File: src/rtl/spart_pkg.sv
// Shared types and defaults for the SPART receive sampler.
package spart_pkg;

  typedef enum logic [2:0] {
    IDLE     = 3'd0,
    START    = 3'd1,
    DATA     = 3'd2,
    STOP     = 3'd3,
    BRK_WAIT = 3'd4
  } rx_state_t;

  localparam int SPART_OVERSAMPLE = 16;
  localparam int SPART_DATA_BITS  = 8;

  localparam int RX_TICK_W = $clog2(SPART_OVERSAMPLE);
  localparam int RX_BIT_W  = $clog2(SPART_DATA_BITS) + 1;

  // 2-of-3 majority, used by the optional sample vote.
  function automatic logic maj3(input logic a, input logic b, input logic c);
    return (a & b) | (a & c) | (b & c);
  endfunction

endpackage

File: src/rtl/spart_rx_sampler_sync2.sv
// Two-flop synchronizer for the asynchronous RXD line; resets to the idle level (1).
module spart_sync2 (
  input  logic clk,
  input  logic rst,
  input  logic d,
  output logic q
);

  logic r_meta;
  logic r_sync;

  // Shift the raw line through two flops; reset to line-idle so no false start follows reset.
  always_ff @(posedge clk) begin
    if (rst) begin
      r_meta <= 1'b1;
      r_sync <= 1'b1;
    end else begin
      r_meta <= d;
      r_sync <= r_meta;
    end
  end

  assign q = r_sync;

endmodule

File: src/rtl/spart_rx_sampler.sv
// SPART receive front-end: start detect, mid-bit sampling, stop check.
// Emits one bit_out/bit_valid strobe per data bit (LSB first) to the shifter.
// Optional build macro SPART_RX_MAJORITY_VOTE_EN: start-verify, data and stop
// decisions use a 2-of-3 vote of rxd_s at tick_cnt D-2, D-1, D.
//
// state    | meaning
// ---------+-----------------------------------------------------------
// IDLE     | line idle, waiting for a low sample on a tick
// START    | half-bit wait, then verify the start bit is still low
// DATA     | sample each data bit at mid-bit, strobe it out
// STOP     | sample the stop bit, flag frame_done / frame_err
// BRK_WAIT | stop bit was low; wait for line high before re-arming
module spart_rx_sampler
  import spart_pkg::*;
#(
  parameter int OVERSAMPLE = SPART_OVERSAMPLE,
  parameter int DATA_BITS  = SPART_DATA_BITS
) (
  input  logic clk,
  input  logic rst,
  input  logic brg_tick,
  input  logic rxd,
  output logic bit_out,
  output logic bit_valid,
  output logic frame_done,
  output logic frame_err,
  output logic busy
);

  localparam int TW = $clog2(OVERSAMPLE);
  localparam int BW = $clog2(DATA_BITS) + 1;

  localparam logic [TW-1:0] START_DEC = TW'(OVERSAMPLE / 2 - 1);
  localparam logic [TW-1:0] BIT_DEC   = TW'(OVERSAMPLE - 1);
  localparam logic [BW-1:0] LAST_BIT  = BW'(DATA_BITS - 1);

  rx_state_t r_state;
  rx_state_t w_state_nxt;

  logic [TW-1:0] r_tick_cnt;
  logic [TW-1:0] w_tick_cnt_nxt;
  logic [BW-1:0] r_bit_cnt;
  logic [BW-1:0] w_bit_cnt_nxt;

  logic r_bit_out;
  logic r_bit_valid;
  logic r_frame_done;
  logic r_frame_err;
  logic w_bit_out_nxt;
  logic w_bit_valid_nxt;
  logic w_frame_done_nxt;
  logic w_frame_err_nxt;

  logic w_rxd_s;
  logic w_sample;

  spart_sync2 u_sync (
    .clk (clk),
    .rst (rst),
    .d   (rxd),
    .q   (w_rxd_s)
  );

`ifdef SPART_RX_MAJORITY_VOTE_EN
  logic          r_vote0;
  logic          r_vote1;
  logic [TW-1:0] w_dec_cnt;

  // START decides at half-bit, DATA/STOP at full bit; the vote window tracks that.
  assign w_dec_cnt = (r_state == START) ? START_DEC : BIT_DEC;

  // Capture the two samples preceding the decision tick.
  always_ff @(posedge clk) begin
    if (rst) begin
      r_vote0 <= 1'b1;
      r_vote1 <= 1'b1;
    end else if (brg_tick) begin
      if (r_tick_cnt == w_dec_cnt - TW'(2)) r_vote0 <= w_rxd_s;
      if (r_tick_cnt == w_dec_cnt - TW'(1)) r_vote1 <= w_rxd_s;
    end
  end

  assign w_sample = maj3(r_vote0, r_vote1, w_rxd_s);
`else
  assign w_sample = w_rxd_s;
`endif

  // State register.
  always_ff @(posedge clk) begin
    if (rst) r_state <= IDLE;
    else     r_state <= w_state_nxt;
  end

  // Next-state, counter and strobe decode; everything advances only on brg_tick.
  always_comb begin
    w_state_nxt      = r_state;
    w_tick_cnt_nxt   = r_tick_cnt;
    w_bit_cnt_nxt    = r_bit_cnt;
    w_bit_out_nxt    = r_bit_out;
    w_bit_valid_nxt  = 1'b0;
    w_frame_done_nxt = 1'b0;
    w_frame_err_nxt  = r_frame_err;

    if (brg_tick) begin
      case (r_state)
        IDLE: begin
          if (!w_rxd_s) begin
            w_state_nxt    = START;
            w_tick_cnt_nxt = '0;
          end
        end

        START: begin
          if (r_tick_cnt == START_DEC) begin
            if (!w_sample) begin
              w_state_nxt     = DATA;
              w_tick_cnt_nxt  = '0;
              w_bit_cnt_nxt   = '0;
              w_frame_err_nxt = 1'b0;
            end else begin
              w_state_nxt = IDLE;
            end
          end else begin
            w_tick_cnt_nxt = r_tick_cnt + TW'(1);
          end
        end

        DATA: begin
          if (r_tick_cnt == BIT_DEC) begin
            w_bit_out_nxt   = w_sample;
            w_bit_valid_nxt = 1'b1;
            w_tick_cnt_nxt  = '0;
            w_bit_cnt_nxt   = r_bit_cnt + BW'(1);
            if (r_bit_cnt == LAST_BIT) w_state_nxt = STOP;
          end else begin
            w_tick_cnt_nxt = r_tick_cnt + TW'(1);
          end
        end

        STOP: begin
          if (r_tick_cnt == BIT_DEC) begin
            w_frame_done_nxt = 1'b1;
            w_tick_cnt_nxt   = '0;
            if (w_sample) begin
              w_state_nxt = IDLE;
            end else begin
              w_frame_err_nxt = 1'b1;
              w_state_nxt     = BRK_WAIT;
            end
          end else begin
            w_tick_cnt_nxt = r_tick_cnt + TW'(1);
          end
        end

        BRK_WAIT: begin
          // Only a high line re-arms; a held-low break never looks like a new start.
          if (w_rxd_s) w_state_nxt = IDLE;
        end

        default: w_state_nxt = IDLE;
      endcase
    end
  end

  // Counters and registered output strobes.
  always_ff @(posedge clk) begin
    if (rst) begin
      r_tick_cnt   <= '0;
      r_bit_cnt    <= '0;
      r_bit_out    <= 1'b0;
      r_bit_valid  <= 1'b0;
      r_frame_done <= 1'b0;
      r_frame_err  <= 1'b0;
    end else begin
      r_tick_cnt   <= w_tick_cnt_nxt;
      r_bit_cnt    <= w_bit_cnt_nxt;
      r_bit_out    <= w_bit_out_nxt;
      r_bit_valid  <= w_bit_valid_nxt;
      r_frame_done <= w_frame_done_nxt;
      r_frame_err  <= w_frame_err_nxt;
    end
  end

  assign bit_out    = r_bit_out;
  assign bit_valid  = r_bit_valid;
  assign frame_done = r_frame_done;
  assign frame_err  = r_frame_err;
  assign busy       = (r_state != IDLE);

endmodule

File: config.mk
export PLATFORM = sky130hd
export DESIGN_NAME = spart_rx_sampler
export DESIGN_NICKNAME = d
export VERILOG_FILES = /design/src/rtl/spart_pkg.sv /design/src/rtl/spart_rx_sampler_sync2.sv /design/src/rtl/spart_rx_sampler.sv
export SDC_FILE = /design/constraint.sdc
export NUM_CORES = 1
export LEC_CHECK = 0
export BUFFER_PORTS_ARGS = -buffer_cell sky130_fd_sc_hd__clkbuf_2
export CAP_MARGIN = 30
export CELL_PAD_IN_SITES_DETAIL_PLACEMENT = 1
export CELL_PAD_IN_SITES_GLOBAL_PLACEMENT = 2
export CORE_AREA = 4 4 60 62
export DETAILED_ROUTE_END_ITERATION = 10
export DIE_AREA = 0 0 64 66
export PLACE_DENSITY_LB_ADDON = 0.08
export SYNTH_ARGS = -nofsm -noshare
export SYNTH_HDL_FRONTEND = slang
export SYNTH_HIERARCHICAL = 1
export SYNTH_SLANG_ARGS = --single-unit
export TNS_END_PERCENT = 1
File: constraint.sdc
create_clock -name clk -period 1.6 [get_ports clk]
set_input_delay 0.08 -clock clk [delete_from_list [all_inputs] [get_ports clk]]
set_output_delay 0.08 -clock clk [all_outputs]
set_load 0.01 [all_outputs]
==> flow_summary.ini, run 1 <==
[synth]
synth_cell_types = 43
synth_area_leaders = sky130_fd_sc_hd__dfxtp_1 36%, sky130_fd_sc_hd__a22o_1 3.7%, sky130_fd_sc_hd__nand2b_1 3.3%, sky130_fd_sc_hd__nand4_1 3.3%, sky130_fd_sc_hd__nor2_1 2.8%
yosys_most_used_dff = sky130_fd_sc_hd__dfxtp_1
synth_nets = 113
ys_async_sr_fraction_pct = 0
synthDominantCellAreaShare_pct = 36.4
synthesis.yosys.warnings = 6
syn_area_per_cell_um2 = 8.75
synth-edff-count = 0
ys_seq_elements = 17
syn-instance-count = 107
yosysSeqAreaShare_pct = 36.4
synth_largest_area_cell = sky130_fd_sc_hd__dfxtp_1
synth_area_um2 = 936

[clock_tree]
tritoncts = built
cts_root_buf = sky130_fd_sc_hd__clkbuf_4
insertion_delay_ps = 280
cts.sink_count = 17
htree_levels = 1
cts.reportedPaths.clkPinSlew_ps = 100
clk_path_buf_depth = 2
cts_made_buffers = 3

[place]
dpl.cell_count = 170
hpwl_um = 1940
port-buffer-count = 8
gp_congestion = 0.768
dpl_worst_slack_ps = -34.1
dpl_cell_area_um2 = 1150

[floorplanning]
core_um2 = 3030
rows = 20
initial_utilization_pct = 30.9
io_pins = 9
die_height_um = 66
fp.dieW_um = 64
area_enclosed_by_the_die_boundary_um2 = 4220

[grt]
grt_use_total_pct = 13.9
grt_max_degree = 15
number_of_global_route_vias_before_repair = 1002
grt_remaining_overflow = 0
initial_antenna_violation_count = 0
grt_pass1_wl_um = 4590

[setup_path]
crit_path_frequent_cell = sky130_fd_sc_hd__a22o_1
worstPathRequired_ps = 1780
critical_path_cell_count = 4
critical_path.top_delay_family = compound AO/OA/AOI/OAI gates
critical_path.slowest_cell = sky130_fd_sc_hd__or3b_1
critical_path.n_buffers_inverters = 0
crit_path_start_kind = register
rr_worst_depth = 4
crit_path_end_kind = register
timing.critical_path.arrival_ps = 1760
cpPeakStageDelay_ps = 370
criticalPathCategory = reg2reg
cp_cell_sequence = or3b_1 -> a221o_1 -> a22o_1 -> a22o_1
largest_fanout_on_the_critical_path = 4

[route]
drc_errors = 0
via_total_after_detailed_routing = 887
drt_first_iter_violations = 36
ant_nets = 0
detail_route.wl_per_cell_um = 14.3
route.final.wire_length_um = 2550
vias_per_cell = 4.98
drt_first_pass_iters = 3

[timing]
min_clock_period_post_route_ps = 1570
grt_setup_unrepaired = yes
timing_max_transition_violations_final = 0
final.hold.worst_slack_ps = 190
post-route-period-util_pct = 98.3
clock.fmax_mhz = 636
final-hold-violation-count = 0
postLayoutSetupSlackWorst_ps = 27.6
tightest_slew_ps = 337
setup_viol_count_final = 0
max_slew_margin_pct = 77.5
fin_skew_ps = 5.25

[hold_path]
timing.hold.worst.class = in2reg
min_path_cells = 2

[run]
cap_viol_max_count = 0

[status]
outcome = complete, no violations

[pwr]
power.density_nw_per_um2 = 612
leakage_nw = 0.511
total_power_w = 0.000759
max-vdd-ir-drop_mv = 0.257

[finish]
syn_to_final_growth_pct = 32.4
drive_gt1_share_pct = 37.3
number_of_inserted_diodes = 0
nFillCells = 361
instances_no_fill = 178
final_design_area_no_fill_um2 = 1240
fin_nets = 141
==> metrics by stage <==
step,utilization [%],setup TNS (ps)
after detailed placement,37.9,-34.1
after floorplan,-,-9.84
final,40.9,0
after CTS,40.1,-4.85
after global placement,37.9,-4.75
after global routing,40.9,-54.2
==> placed cells by master (no fill, tap or decap), drive strengths merged, types with 2 or more instances in the layout <==
master and n:
a211oi 2, a21oi 5, a22o 4, and3 3
buf 22, clkbuf 12, dfxtp 17, ha 2
inv 4, mux2i 2, nand2 3, nand2b 5
nand4 5, nor2 7, nor2b 4, nor3 4
nor4 2, o21ai 5, o21bai 2, or2 2
or3b 3
==> state kept, by name, indices dropped and copies added (netlist names) <==
name	count
r_tick_cnt	4
frame_done	1
bit_out	1
u_sync/q	1
u_sync/r_meta	1
bit_valid	1
frame_err	1
r_bit_cnt	4
r_state	3
==> worst reg2reg max path: stages, from the launching register on <==
cell                      delay, ps
sky130_fd_sc_hd__dfxtp_2        340
sky130_fd_sc_hd__or3b_1         370
sky130_fd_sc_hd__a221o_1        370
sky130_fd_sc_hd__a22o_1         230
sky130_fd_sc_hd__a22o_1         170
==> report_power, final <==
| group | leakage, nW | switching, W | internal (W) |
|---|---|---|---|
| registers | 0.139 | 0.00000327 | 0.000427 |
| clock network | 0.0150 | 0.000136 | 0.0000967 |
| logic | 0.357 | 0.0000474 | 0.0000483 |
==> per-layer routing <==
metal	up-vias	part of all wire, %	GRT usage [%]
li1	452	-	-
met2	6	47	23.7
met5	-	0	0
met3	2	2.5	2.72
met4	0	0.71	4.04
met1	427	50	17.6
==> kinds of logic (layout without fill, tap and decap cells) <==
| group | after synthesis | after routing | share of synthesized area, % |
|---|---|---|---|
| adders and majority gates | 2 | 2 | 2.67 |
| AOI/OAI and AO/OA | 28 | 28 | 22.2 |
| muxes | 3 | 3 | 3.34 |
| xor gates and xnor gates | 1 | 1 | 0.936 |
| buffers and inverters | 12 | 39 | 5.88 |
| DFF | 17 | 17 | 36.4 |
| and+or+nand+nor | 44 | 44 | 28.6 |
==> worst paths after layout <==
check / slack (ps) / start / endpoint
worst max-delay path: 30 / u_sync/q / r_bit_cnt[2]
worst min-delay path: 190 / rst / bit_out
worst max register to register: 30 / u_sync/q / r_bit_cnt[2]
worst min register to register: 420 / u_sync/r_meta / u_sync/q
==> cell usage after synthesis (2+ instances only) <==
cell type	instances
sky130_fd_sc_hd__o21ai_0	5
sky130_fd_sc_hd__mux2i_1	2
sky130_fd_sc_hd__nand2b_1	5
sky130_fd_sc_hd__clkbuf_1	5
sky130_fd_sc_hd__and3_1	3
sky130_fd_sc_hd__inv_1	4
sky130_fd_sc_hd__or2_1	2
sky130_fd_sc_hd__nor2_1	7
sky130_fd_sc_hd__dfxtp_1	17
sky130_fd_sc_hd__o21bai_1	2
sky130_fd_sc_hd__a211oi_1	2
sky130_fd_sc_hd__nor4_1	2
sky130_fd_sc_hd__nor2b_1	4
sky130_fd_sc_hd__a22o_1	4
sky130_fd_sc_hd__or3b_2	2
sky130_fd_sc_hd__nor3_1	3
sky130_fd_sc_hd__a21oi_1	5
sky130_fd_sc_hd__nand2_1	3
sky130_fd_sc_hd__nand4_1	5
sky130_fd_sc_hd__ha_1	2
==> timing repair <==
| item | in CTS | in global routing |
|---|---|---|
| pin swaps | 3 | 2 |
| gates cloned | 0 | 0 |
| endpoints found under the setup margin | 4 | 6 |
| gates resized for setup | 4 | 6 |
| setup buffers | 3 | 0 |
| hold buffers | 1 | 0 |
| hold endpoints to repair | 1 | 0 |
==> final cells by class <==
| class | count | area, µm² | area share (%) |
|---|---|---|---|
| Sequential cell | 17 | 349 | 28.2 |
| Multi-Input combinational cell | 78 | 578 | 46.7 |
| Clock buffer | 4 | 26.3 | 2.12 |
| Inverter | 4 | 15.0 | 1.21 |
| Timing Repair Buffer | 31 | 215 | 17.4 |
| Tap cell | 44 | 55.1 | 4.44 |
No activity file was read; power rests on OpenSTA's default activity.
==> run 2: changes to the inputs <==
Settings changed: CORE_AREA 4 4 60 62 to 4 4 51 71, CTS_BUF_LIST set to sky130_fd_sc_hd__clkbuf_4 sky130_fd_sc_hd__clkbuf_8, DIE_AREA 0 0 64 66 to 0 0 55 75.
==> flow_summary.ini, run 2 (synthesis gave the netlist of run 1 again) <==
[status]
outcome = complete, no violations

[route]
route.final.wire_length_um = 2520
drc_errors = 0
vias_per_cell = 5.35
ant_nets = 0
via_total_after_detailed_routing = 894
drt_first_pass_iters = 4
drt_first_iter_violations = 11
detail_route.wl_per_cell_um = 15.1

[setup_path]
critical_path_cell_count = 4
criticalPathCategory = reg2reg
largest_fanout_on_the_critical_path = 4
rr_worst_depth = 4
critical_path.slowest_cell = sky130_fd_sc_hd__or3b_1
timing.critical_path.arrival_ps = 1740
critical_path.n_buffers_inverters = 0
worstPathRequired_ps = 1750
r2r_setup_slack_ps = 10
crit_path_frequent_cell = sky130_fd_sc_hd__a22o_1
crit_path_start_kind = register
critical_path.top_delay_family = compound AO/OA/AOI/OAI gates
cp_cell_sequence = or3b_1 -> a221o_1 -> a22o_1 -> a22o_1
cpPeakStageDelay_ps = 380
crit_path_end_kind = register

[grt]
grt_remaining_overflow = 0
grt_max_degree = 15
initial_antenna_violation_count = 0
grt_pass1_wl_um = 4370
grt_use_total_pct = 14.8
number_of_global_route_vias_before_repair = 951

[clock_tree]
clk_path_buf_depth = 2
cts_made_buffers = 3
htree_levels = 1
cts_post_setup_buffers_inserted = 0
cts_root_buf = sky130_fd_sc_hd__clkbuf_8
cts.reportedPaths.clkPinSlew_ps = 70
insertion_delay_ps = 260
cts.sink_count = 17
tritoncts = built

[finish]
reg.largest.list = r_bit_cnt x4, r_tick_cnt x4, r_state x3
number_of_inserted_diodes = 0
multiInputGateArea_um2 = 559
fin_nets = 135
nFillCells = 376
syn_to_final_growth_pct = 26.9
drive_gt1_share_pct = 32.0
mostFrequentLayoutCell = sky130_fd_sc_hd__buf_4
register_area_um2 = 345
final_util_pct = 39.2
layout_common_cells = 16 x sky130_fd_sc_hd__buf_4, 13 x sky130_fd_sc_hd__dfxtp_1, 8 x sky130_fd_sc_hd__clkbuf_2
final_design_area_no_fill_um2 = 1190

[floorplanning]
fp.dieW_um = 55
core_um2 = 3030
die_height_um = 75
rows = 24
io_pins = 9
area_enclosed_by_the_die_boundary_um2 = 4130
initial_utilization_pct = 30.9

[timing]
fin_skew_ps = 2.70
clock.fmax_mhz = 630
max_slew_margin_pct = 74.4
min_clock_period_post_route_ps = 1590
post-route-period-util_pct = 99.3
grt_setup_unrepaired = yes
tightest_slew_ps = 381
postLayoutSetupSlackWorst_ps = 11.6
final-hold-violation-count = 0
setup_viol_count_final = 0
timing_max_transition_violations_final = 0

[place]
dpl_worst_slack_ps = -3.38
hpwl_um = 1970
gp_congestion = 0.733
port-buffer-count = 8
dpl_cell_area_um2 = 1120

[pwr]
total_power_w = 0.000867
max-vdd-ir-drop_mv = 0.393
leakage_nw = 0.482
power.density_nw_per_um2 = 730

[hold_path]
timing.hold.worst.class = in2reg
min_path_cells = 2

[run]
cap_viol_max_count = 0
run 2: cell count changes in the layout (fill, tap and decap cells not counted):
cell	delta
sky130_fd_sc_hd__a211oi_2	-1
sky130_fd_sc_hd__nor3_4	-1
sky130_fd_sc_hd__nor2_2	-1
sky130_fd_sc_hd__dfxtp_4	-1
sky130_fd_sc_hd__clkbuf_1	-1
sky130_fd_sc_hd__a211oi_1	+1
sky130_fd_sc_hd__nor3_1	+1
sky130_fd_sc_hd__buf_4	-6
sky130_fd_sc_hd__nor2_1	+1
sky130_fd_sc_hd__dfxtp_1	+1
sky130_fd_sc_hd__clkbuf_4	-2
sky130_fd_sc_hd__clkbuf_8	+3
run 2: path summary, 6_finish.rpt:
kind,start,endpoint
worst min register to register,u_sync/r_meta,u_sync/q
worst max-delay path,r_state[1],r_bit_cnt[2]
worst min-delay path,rst,r_tick_cnt[2]
worst max register to register,r_state[1],r_bit_cnt[2]
run 2: repair_timing:
item                                    CTS  global route
pin swaps                                 1             2
hold buffers                              1             0
endpoints found under the setup margin    2             5
hold endpoints to repair                  1             0
gates resized for setup                   0             4
run 2: stage by stage:
stage          TNS [ps]  hold slack [ps]  cells
2_1_floorplan     -9.84              177    107
3_3_place_gp          0              264    162
3_5_place_dp      -3.38              265    162
4_1_cts           -1.24              201    167
5_1_grt           -52.5              241    167
6_report              0              205    167
run 2: final cells by class:
cell class / instances / area share [%]
repair buffers: 25 / 14.3
inverters: 4 / 1.26
clock buffers: 4 / 4.11
multi-input cells: 78 / 47.1
flip-flops and latches: 17 / 29.1
well taps: 39 / 4.11
run 2: report_power, final:
| group | total [W] | internal [W] | switching [W] |
|---|---|---|---|
| Combinational | 0.0000849 | 0.0000420 | 0.0000429 |
| Clock | 0.000349 | 0.000194 | 0.000155 |
| Sequential | 0.000432 | 0.000429 | 0.00000357 |
| Total | 0.000867 | 0.000665 | 0.000202 |
run 2: layer usage:
metal  global-route usage, %  wire (µm)
met1                    18.0       1100
met4                    6.49         46
met5                       0          0
met2                    25.0       1320
met3                    2.38         54
run 2: worst reg2reg max path: cells and delay by family (launching register included):
kind,cells,cell delay (ps)
flops,1,330
compound gates,3,780
simple gates,1,380
